`src/rtl/multi_alarm_clock.sv`:
```
// multi_alarm_clock: 24-hour BCD clock with prescaler, multiple alarms, snooze and ring timeout
module multi_alarm_clock #(
    parameter int CLK_HZ     = 100000000,
    parameter int NUM_ALARMS = 4,
    parameter int SNOOZE_MIN = 5,
    parameter int RING_MIN   = 10,
    localparam int SW        = (NUM_ALARMS > 1) ? $clog2(NUM_ALARMS) : 1
) (
    input  logic                  clk,
    input  logic                  reset,
    input  logic [3:0]            minute_in0,
    input  logic [3:0]            minute_in1,
    input  logic [3:0]            hour_in0,
    input  logic [1:0]            hour_in1,
    input  logic                  load_time,
    input  logic                  load_alarm,
    input  logic [SW-1:0]         alarm_sel,
    input  logic [NUM_ALARMS-1:0] alarm_en,
    input  logic                  stop_alarm,
    input  logic                  snooze,
    output logic [1:0]            hour_out1,
    output logic [3:0]            hour_out0,
    output logic [3:0]            minute_out1,
    output logic [3:0]            minute_out0,
    output logic [5:0]            seconds,
    output logic                  alarm,
    output logic [SW-1:0]         alarm_id,
    output logic                  snoozed
);
    localparam int PW = (CLK_HZ > 1) ? $clog2(CLK_HZ) : 1;

    typedef enum logic [1:0] {IDLE, RINGING, SNOOZED} state_t;

    logic [1:0]    r_rst_sync;
    logic          w_rst_n;
    logic [PW-1:0] r_presc;
    logic [5:0]    r_sec;
    logic [1:0]    r_h1;
    logic [3:0]    r_h0, r_m1, r_m0;
    logic [13:0]   r_alm [NUM_ALARMS];
    state_t        r_state, w_state_nxt;
    logic [5:0]    r_cnt, w_cnt_nxt;
    logic [SW-1:0] r_id, w_id_nxt, w_hit_id;
    logic          r_alarm, r_snoozed;
    logic          w_tick, w_valid, w_load_t, w_roll, w_sel_ok, w_any;
    logic          w_m0_wrap, w_m1_wrap, w_h0_wrap, w_day_wrap;
    logic [3:0]    w_nm0, w_nm1, w_nh0;
    logic [1:0]    w_nh1;
    logic [13:0]   w_nxt;

    assign w_rst_n  = r_rst_sync[1];
    assign w_tick   = (r_presc == PW'(CLK_HZ - 1));
    assign w_valid  = (minute_in0 <= 4'd9) && (minute_in1 <= 4'd5) && (hour_in0 <= 4'd9) &&
                      ((hour_in1 < 2'd2) || ((hour_in1 == 2'd2) && (hour_in0 <= 4'd3)));
    assign w_load_t = load_time && w_valid;
    assign w_roll   = w_tick && (r_sec == 6'd59) && !w_load_t;
    assign w_sel_ok = 32'(alarm_sel) < NUM_ALARMS;

    assign hour_out1   = r_h1;
    assign hour_out0   = r_h0;
    assign minute_out1 = r_m1;
    assign minute_out0 = r_m0;
    assign seconds     = r_sec;
    assign alarm       = r_alarm;
    assign snoozed     = r_snoozed;
    assign alarm_id    = r_id;

    // Reset asserts immediately but is released only after two clean clock edges
    always_ff @(posedge clk or negedge reset) begin
        if (!reset)
            r_rst_sync <= 2'b00;
        else
            r_rst_sync <= {r_rst_sync[0], 1'b1};
    end

    // Time of day one minute ahead, used both for the rollover update and alarm matching
    always_comb begin
        w_m0_wrap  = (r_m0 == 4'd9);
        w_m1_wrap  = w_m0_wrap && (r_m1 == 4'd5);
        w_h0_wrap  = w_m1_wrap && (r_h0 == 4'd9);
        w_day_wrap = w_m1_wrap && (r_h1 == 2'd2) && (r_h0 == 4'd3);
        w_nm0      = w_m0_wrap ? 4'd0 : r_m0 + 4'd1;
        w_nm1      = w_m1_wrap ? 4'd0 : (w_m0_wrap ? r_m1 + 4'd1 : r_m1);
        w_nh0      = (w_day_wrap || w_h0_wrap) ? 4'd0 : (w_m1_wrap ? r_h0 + 4'd1 : r_h0);
        w_nh1      = w_day_wrap ? 2'd0 : (w_h0_wrap ? r_h1 + 2'd1 : r_h1);
        w_nxt      = {w_nh1, w_nh0, w_nm1, w_nm0};
    end

    // Prescaler, seconds and BCD time; a valid load overrides any coincident tick
    always_ff @(posedge clk or negedge w_rst_n) begin
        if (!w_rst_n) begin
            r_presc <= '0;
            r_sec   <= '0;
            r_h1    <= '0;
            r_h0    <= '0;
            r_m1    <= '0;
            r_m0    <= '0;
        end else if (w_load_t) begin
            r_presc <= '0;
            r_sec   <= '0;
            r_h1    <= hour_in1;
            r_h0    <= hour_in0;
            r_m1    <= minute_in1;
            r_m0    <= minute_in0;
        end else begin
            r_presc <= w_tick ? '0 : r_presc + PW'(1);
            if (w_tick)
                r_sec <= (r_sec == 6'd59) ? 6'd0 : r_sec + 6'd1;
            if (w_roll)
                {r_h1, r_h0, r_m1, r_m0} <= w_nxt;
        end
    end

    // Alarm time registers, written only from a valid BCD value and an in-range index
    always_ff @(posedge clk or negedge w_rst_n) begin
        if (!w_rst_n) begin
            for (int i = 0; i < NUM_ALARMS; i++)
                r_alm[i] <= '0;
        end else if (load_alarm && w_valid && w_sel_ok) begin
            r_alm[alarm_sel] <= {hour_in1, hour_in0, minute_in1, minute_in0};
        end
    end

    // Lowest-index enabled alarm equal to the time a rollover is about to produce
    always_comb begin
        w_any    = 1'b0;
        w_hit_id = '0;
        for (int i = NUM_ALARMS - 1; i >= 0; i--) begin
            if (w_roll && alarm_en[i] && (r_alm[i] == w_nxt)) begin
                w_any    = 1'b1;
                w_hit_id = SW'(i);
            end
        end
    end

    // Ring/snooze next state, rollover counter and latched alarm index
    always_comb begin
        w_state_nxt = r_state;
        w_cnt_nxt   = r_cnt + {5'd0, w_roll};
        w_id_nxt    = r_id;
        case (r_state)
            IDLE: begin
                w_cnt_nxt = '0;
                if (w_any) begin
                    w_state_nxt = RINGING;
                    w_id_nxt    = w_hit_id;
                end
            end
            RINGING: begin
                if (stop_alarm) begin
                    w_state_nxt = IDLE;
                    w_cnt_nxt   = '0;
                end else if (snooze) begin
                    w_state_nxt = SNOOZED;
                    w_cnt_nxt   = '0;
                end else if (w_roll && (r_cnt == 6'(RING_MIN - 1))) begin
                    w_state_nxt = IDLE;
                    w_cnt_nxt   = '0;
                end
            end
            SNOOZED: begin
                if (stop_alarm) begin
                    w_state_nxt = IDLE;
                    w_cnt_nxt   = '0;
                end else if (w_any) begin
                    w_state_nxt = RINGING;
                    w_cnt_nxt   = '0;
                    w_id_nxt    = w_hit_id;
                end else if (w_roll && (r_cnt == 6'(SNOOZE_MIN - 1))) begin
                    w_state_nxt = RINGING;
                    w_cnt_nxt   = '0;
                end
            end
            default: begin
                w_state_nxt = IDLE;
                w_cnt_nxt   = '0;
            end
        endcase
    end

    // State register with registered status outputs
    always_ff @(posedge clk or negedge w_rst_n) begin
        if (!w_rst_n) begin
            r_state   <= IDLE;
            r_cnt     <= '0;
            r_id      <= '0;
            r_alarm   <= 1'b0;
            r_snoozed <= 1'b0;
        end else begin
            r_state   <= w_state_nxt;
            r_cnt     <= w_cnt_nxt;
            r_id      <= w_id_nxt;
            r_alarm   <= (w_state_nxt == RINGING);
            r_snoozed <= (w_state_nxt == SNOOZED);
        end
    end
endmodule

```
`config.mk`:
```
export PLATFORM = sky130hd
export DESIGN_NAME = multi_alarm_clock
export DESIGN_NICKNAME = d
export VERILOG_FILES = /design/src/rtl/multi_alarm_clock.sv
export SDC_FILE = /design/constraint.sdc
export NUM_CORES = 1
export LEC_CHECK = 0
export ABC_AREA = 1
export CAP_MARGIN = 20
export CORE_MARGIN = 3
export CORE_UTILIZATION = 50
export DETAILED_ROUTE_END_ITERATION = 10
export GPL_TIMING_DRIVEN = 0
export PLACE_DENSITY = 0.69
export SYNTH_ARGS = -nofsm -noshare
export SYNTH_HDL_FRONTEND = slang
export SYNTH_SLANG_ARGS = --single-unit
export TNS_END_PERCENT = 50
```
`constraint.sdc`:
```
create_clock -name clk -period 7.4 [get_ports clk]
set_clock_uncertainty 0.1 [all_clocks]
set_input_delay 1.48 -clock clk [delete_from_list [all_inputs] [get_ports clk]]
set_output_delay 1.48 -clock clk [all_outputs]
set_load 0.01 [all_outputs]
```
==> results.md <==
- The end point of the most critical hold path is r_rst_sync[1].
- In the layout the commonest cells are 294 x nand2_1, 150 x inv_1, 131 x nor2_1.
- The worst hold slack is 0.257 ns.
- The critical path data arrival time is 4.53 ns.
- The number of hold buffers added after CTS was 0.
- For this run, the post-layout net count is 1178.
- The terminus of the critical flop-to-flop path is r_cnt[5].
- In the routed design, unresolved DRC markers number 0.
- The number of global-route vias before repair is 6760.
- Across the VDD grid, the largest voltage drop is 0.172 mV.
- The half-perimeter wire length of the detailed placement result is 16200 um.
- In this run the count of I/O pins placed on the die edge is 50.
- After layout, the worst path uses 59.0% of the clock period.
- The type of element launching the critical path is a primary input.
- The total setup violations reported at the end of the flow is 0.
- The area share of the largest cell type after synthesis is 39.1%.
- The global placement routability congestion is 0.976.
- The placeable core region is 14600 um2.
- Detailed routing inserted a total of 7280 vias.
- For this run, the number of Yosys warnings is 0.
- The biggest area contributor in the post-synthesis netlist is dfrtp_1.
- The first-pass GRT wire length is 34900 um.
- Setup repair after global routing left no endpoint under its margin.
- Buffers placed on the I/O ports in this run total 49.
- Compared with the post-synthesis result, the final layout area differs by 17.5%.
- After clock tree synthesis, the setup repair step added 0 buffers.
- The initial DRC count is 647.
- The die is 128 um wide.
- Synthesis produced a netlist with a net count of 1109.
- The repair_antennas step left the layout with diodes totalling 0.
- The leakage power figure is 0.00434 uW.
- The number of endpoints with negative hold slack in the final report is 0.
- The detailed-router iteration count before antenna repair is 5.
- STA classifies the critical path endpoint as a register.
- Of the cells placed in the final design, the portion with a size suffix greater than 1 is 7.92%.
- In the global route stage, overall resource usage came out at 27.5%.
- The number of cells traversed by the worst register-to-register path is 16.
- The kind of critical path is in2reg.
- Counting every sink on the clock net gives 117.
- Derived from the worst setup path, the maximum achievable clock frequency is 229 MHz.
- Data on the critical path is required at its endpoint by 7.56 ns.
- In this run, post-CTS repair resized a total of 0 instances.
- The H-tree was split into 4 levels.
- The global route total overflow is 0.
- Leaving out fill and tap cells, the most frequent cell in the layout is nand2_1.
- The largest fanout on the critical path is 10.
- The row count is 44.
- The mean cell area of the mapped netlist is 7.00 um2.
- The die footprint is 16500 um2.
- The netlist uses 44 different library cells.
- The detail-routed via count per cell is 5.46.
- The root buffer cell chosen for the clock tree is clkbuf_16.
- The worst hold path begins at r_rst_sync[0].
- The clock-pin slew of the registers on the worst-case setup and hold paths is 0.05 ns.
- Summed over all failing endpoints, the final setup total negative slack is 0 ns.
- The pin count of the biggest net entering global routing is 61.
- The reg-to-reg startpoint is r_presc[0].
- The clock latency on the worst-skew pair is 0.41 ns.
- The die is 128 um tall.
- The shortest period the worst path allows is 4.37 ns.
- The type of the most critical hold path is reg2reg.
- The netlist area before placement is 7480 um2.
- The flow ran to the end, and the final reports show no timing, DRC or antenna violations.
- The initial core utilization is 51.3%.
- The number of nets with antenna violations after routing is 0.
- The initial antenna violation count came to 0.
- The internal reg-to-reg setup slack is 4.23 ns.
- The final routed wirelength across all metal layers is 21600 um.
- The clock passes through at most 2 buffers.
- The clock tree from TritonCTS is yes.
- The worst hold path passes through 0 cells.
- Dividing the detail-routed wire length by the instance count gives 16.2 um.
- Sequential elements use 39.1% of the synthesized area.
- The number of buffers created by CTS is 17.
- The worst slew margin relative to its limit is 35.5%.
- The slew at the pin with the worst max-slew slack is 0.963 ns.
- The total of flip-flops plus latches after synthesis is 117.
- By area the synthesized netlist is led by dfrtp_1 39%, nand2_1 15%, inv_1 7.5%.
- The power per cell area is 271 nW/um2.
- In the synthesized netlist, the number of instances is 1070.
- The number of slew-limit violations in the final report is 0.
- The number of max-cap violations is 0.
## cells in the mapped netlist, drive strengths merged
master  instances
nor3           31
and2            3
o221ai          7
o21a            2
o21ai          78
clkinv          1
a211oi          1
xor2           13
nor3b           1
o21bai          2
inv           157
or2             4
ha             13
clkbuf         10
nand4          29
a31oi           1
conb            1
nand3b         10
nor2          140
nand2         307
a21oi          26
o22ai           1
buf             8
a22oi           6
and3            2
nor4            7
dfrtp         117
xnor2           3
nand3          88
o32ai           1
## power breakdown
group | internal, uW | switching (uW)
clock network | 507 | 272
registers | 752 | 104
logic | 268 | 477
## metrics by stage
step | instance area [um2] | utilization (%) | total power (uW) | worst slack, ns | cells
floorplan | 7480 | - | 1370 | 3.80 | 1070
global placement | 8210 | 56.2 | 1580 | 2.30 | 1303
detailed placement | 8240 | 56.5 | 1590 | 2.66 | 1304
CTS | 8800 | 60.3 | 2380 | 3.12 | 1333
global route | 8800 | 60.3 | 2540 | 2.87 | 1333
finish | 8800 | 60.3 | 2380 | 3.03 | 1333
## layer usage
layer	GRT usage, %	part of all wire, %	routed length [um]	vias to the layer above
met5	0	0	0	-
li1	-	-	-	3584
met4	10.5	2.5	534	0
met3	5.69	7.9	1720	45
met2	41.5	44	9610	290
met1	38.9	45	9780	3361
## worst max-delay path: stages
cell	delay, ns
clkdlybuf4s50_1	0.49
inv_1	0.17
o21bai_1	0.08
nor2_1	0.30
nand4_1	0.36
nor3_2	0.83
clkbuf_1	0.65
o21ai_0	0.16
## state kept, by name (all words and copies together), names as in the netlist
name,cells
r_state,2
alarm,1
minute_out0,4
r_rst_sync,2
seconds,6
snoozed,1
r_alm,56
hour_out0,4
r_presc,27
minute_out1,4
alarm_id,2
r_cnt,6
hour_out1,2
## area by class of cell
type	count	area [um2]
timing repair buffer	50	518
tap	184	230
inverter	158	593
fill	1356	5790
buffer	18	103
clock inverter	4	45.0
clock buffer	25	515
multi-input combinational	777	3860
sequential	117	2930
## worst max-delay path by stage
stage | cells past startpoint | startpoint | endpoint | slack [ns]
floorplan | 0 | r_rst_sync[1] | alarm | 3.80
global placement | 0 | r_rst_sync[1] | r_alm[15] | 2.30
detailed placement | 8 | minute_in1[2] | r_alm[4] | 2.66
CTS | 8 | minute_in1[2] | r_alm[3] | 3.12
global route | 8 | minute_in1[2] | r_alm[3] | 2.87
finish | 8 | minute_in1[2] | r_alm[3] | 3.03
## logic make-up (layout without fill, tap and decap cells)
group / count (synthesis) / after routing / synth area share, %
AO/OA/AOI/OAI: 125 / 125 / 9.86
other: 1 / 1 / 0.0501
adder cells (fa/ha/maj): 13 / 13 / 2.17
flip-flops: 117 / 117 / 39.1
XOR/XNOR: 16 / 16 / 1.87
AND/OR/NAND/NOR: 622 / 622 / 37.6
buffers and inverters: 176 / 255 / 9.29
No activity file was read; power rests on OpenSTA's default activity.
==> RTL edit (same flow settings) <==
One comparison of `r_cnt` changes from == to >=.
--- a/src/rtl/multi_alarm_clock.sv
+++ b/src/rtl/multi_alarm_clock.sv
@@ -168,3 +168,3 @@
                     w_id_nxt    = w_hit_id;
-                end else if (w_roll && (r_cnt == 6'(SNOOZE_MIN - 1))) begin
+                end else if (w_roll && (r_cnt >= 6'(SNOOZE_MIN - 1))) begin
                     w_state_nxt = RINGING;
Formal check against the unedited RTL: same outputs for any inputs over 10 cycles, from zero or initial values and one cycle with reset low; that may be too few to reach the edited logic, so the function may still have changed.
==> RTL edit against the unedited design <==
Sequential power hardly changed. Setup slack better by 0.16 ns. Final cell count is 2.6% lower. Global-route usage is 1.3 points lower. Utilization is 0.97 points higher. Total power is 2.6% higher. Design area is 2.6% lower. Synthesized area is 3.8% lower. Fmax is 3.9% higher. Wire length is 7.7% lower. Highest routed layer unchanged. Sequential cell count stayed put.
==> RTL edit: results (changes against the unedited design) <==
GPL Wtd Cong 0.965 (was 0.976); pin count of the biggest net entering global routing 65 (was 61); register area share after synthesis 40.6% (was 39.1%); vias in the first global route 6743 (was 6760); number of vias per cell 5.41 (was 5.46); wire length of the first global-routing pass 33100 um (was 34900 um); DR WL/cell 15.4 um (was 16.2 um); count of distinct cell types in the synthesized netlist 40 (was 44); number of iterations in the first detailed-routing pass 7 (was 5); clock latency on the worst-skew pair 0.43 ns (was 0.41 ns); minimum setup slack among reg-to-reg paths 4.38 ns (was 4.23 ns); met1 routing resource usage after global routing 34.7% (was 38.9%); arrival time at the worst endpoint 4.38 ns (was 4.53 ns); ranking of synthesized cells by area dfrtp_1, nand2_1, inv_1 (unchanged); Total GRT Usage 26.2% (was 27.5%); HPWL Detailed 14600 um (was 16200 um); biggest regs r_alm: 56 flops, r_presc: 27 flops (unchanged); number of instances resized during post-cts repair 0 (unchanged); share of layout cells above drive strength 1 6.80% (was 7.92%); Static Leak 0.00423 uW (was 0.00434 uW); commonest cells in the synthesized netlist nand2_1, inv_1, nor2_1, dfrtp_1, nand3_1 (unchanged); global-route track usage on met3 5.85% (was 5.69%); setup fix buffers added after clock tree synthesis 0 (unchanged); run status complete, no violations (unchanged); Pint 1600 uW (was 1530 uW); final layout net count 1144 (was 1178); Critical Path Slowest Stage Cell clkdlybuf4s50_1 (was nor3_2); crit-path max cell delay 0.61 ns (was 0.83 ns); Worst R2R End minute_out1[1] (was r_cnt[5]); GR met2 Demand/Resource 42.2% (was 41.5%); count of cells along the worst register-to-register path 13 (was 16); fill cell instance count of the final layout 1306 (was 1356); Worst Tran Pin Value 1.05 ns (was 0.963 ns); VDD IR max 0.168 mV (was 0.172 mV); timing startpoint of the critical path hour_in0[2] (was minute_in1[2]); DR iter-0 viols 727 (was 647)
RTL edit: metrics by stage:
stage               std cells  setup slack [ns]  cell area, um^2
floorplan                1036              3.80             7200
global placement         1265              2.37             7920
detailed placement       1266              2.80             7950
CTS                      1298              3.24             8570
global route             1298              3.08             8570
finish                   1298              3.19             8570
RTL edit: area by class of cell:
class / instances / area share, %
plain buffers: 22 / 1.39
clock buffers: 23 / 5.81
clock inverters: 9 / 1.43
inverters: 140 / 6.13
multi-input cells: 757 / 42.4
flip-flops and latches: 117 / 34.2
well taps: 180 / 2.63
repair buffers: 50 / 6.04
RTL edit: cells by family after synthesis:
group	share of synthesized area [%]
compound gates	9.38
xor+xnor	1.34
fa+ha+maj	2.26
buf+inv	8.95
flops	40.6
mux	0.469
other cells	0.0521
simple gates	36.9
RTL edit: metal layers:
metal	part of all wire, %	routed length (um)
met5	0	0
met1	43	8670
met4	2.9	571
met3	6.7	1330
met2	47	9390
RTL edit: worst min path at each step:
stage	end	from	cells past startpoint	slack (ns)
after global routing	r_rst_sync[1]	r_rst_sync[0]	0	0.26
after global placement	r_rst_sync[1]	r_rst_sync[0]	0	0.23
after floorplan	r_rst_sync[1]	r_rst_sync[0]	0	0.23
after detailed placement	r_rst_sync[1]	r_rst_sync[0]	0	0.24
after CTS	r_rst_sync[1]	r_rst_sync[0]	0	0.26
final	r_rst_sync[1]	r_rst_sync[0]	0	0.25
RTL edit: worst max-delay path: cells and delay by family:
kind	cells	cell delay, ns
simple gates	6	1.59
buf+inv	3	1.12
compound gates	1	0.17
RTL edit: power groups by stage:
stage	clock network (uW)	logic, uW	registers [uW]
floorplan	0	499	858
global placement	0	691	868
detailed placement	0	709	864
CTS	868	717	855
global route	902	824	875
finish	861	725	858
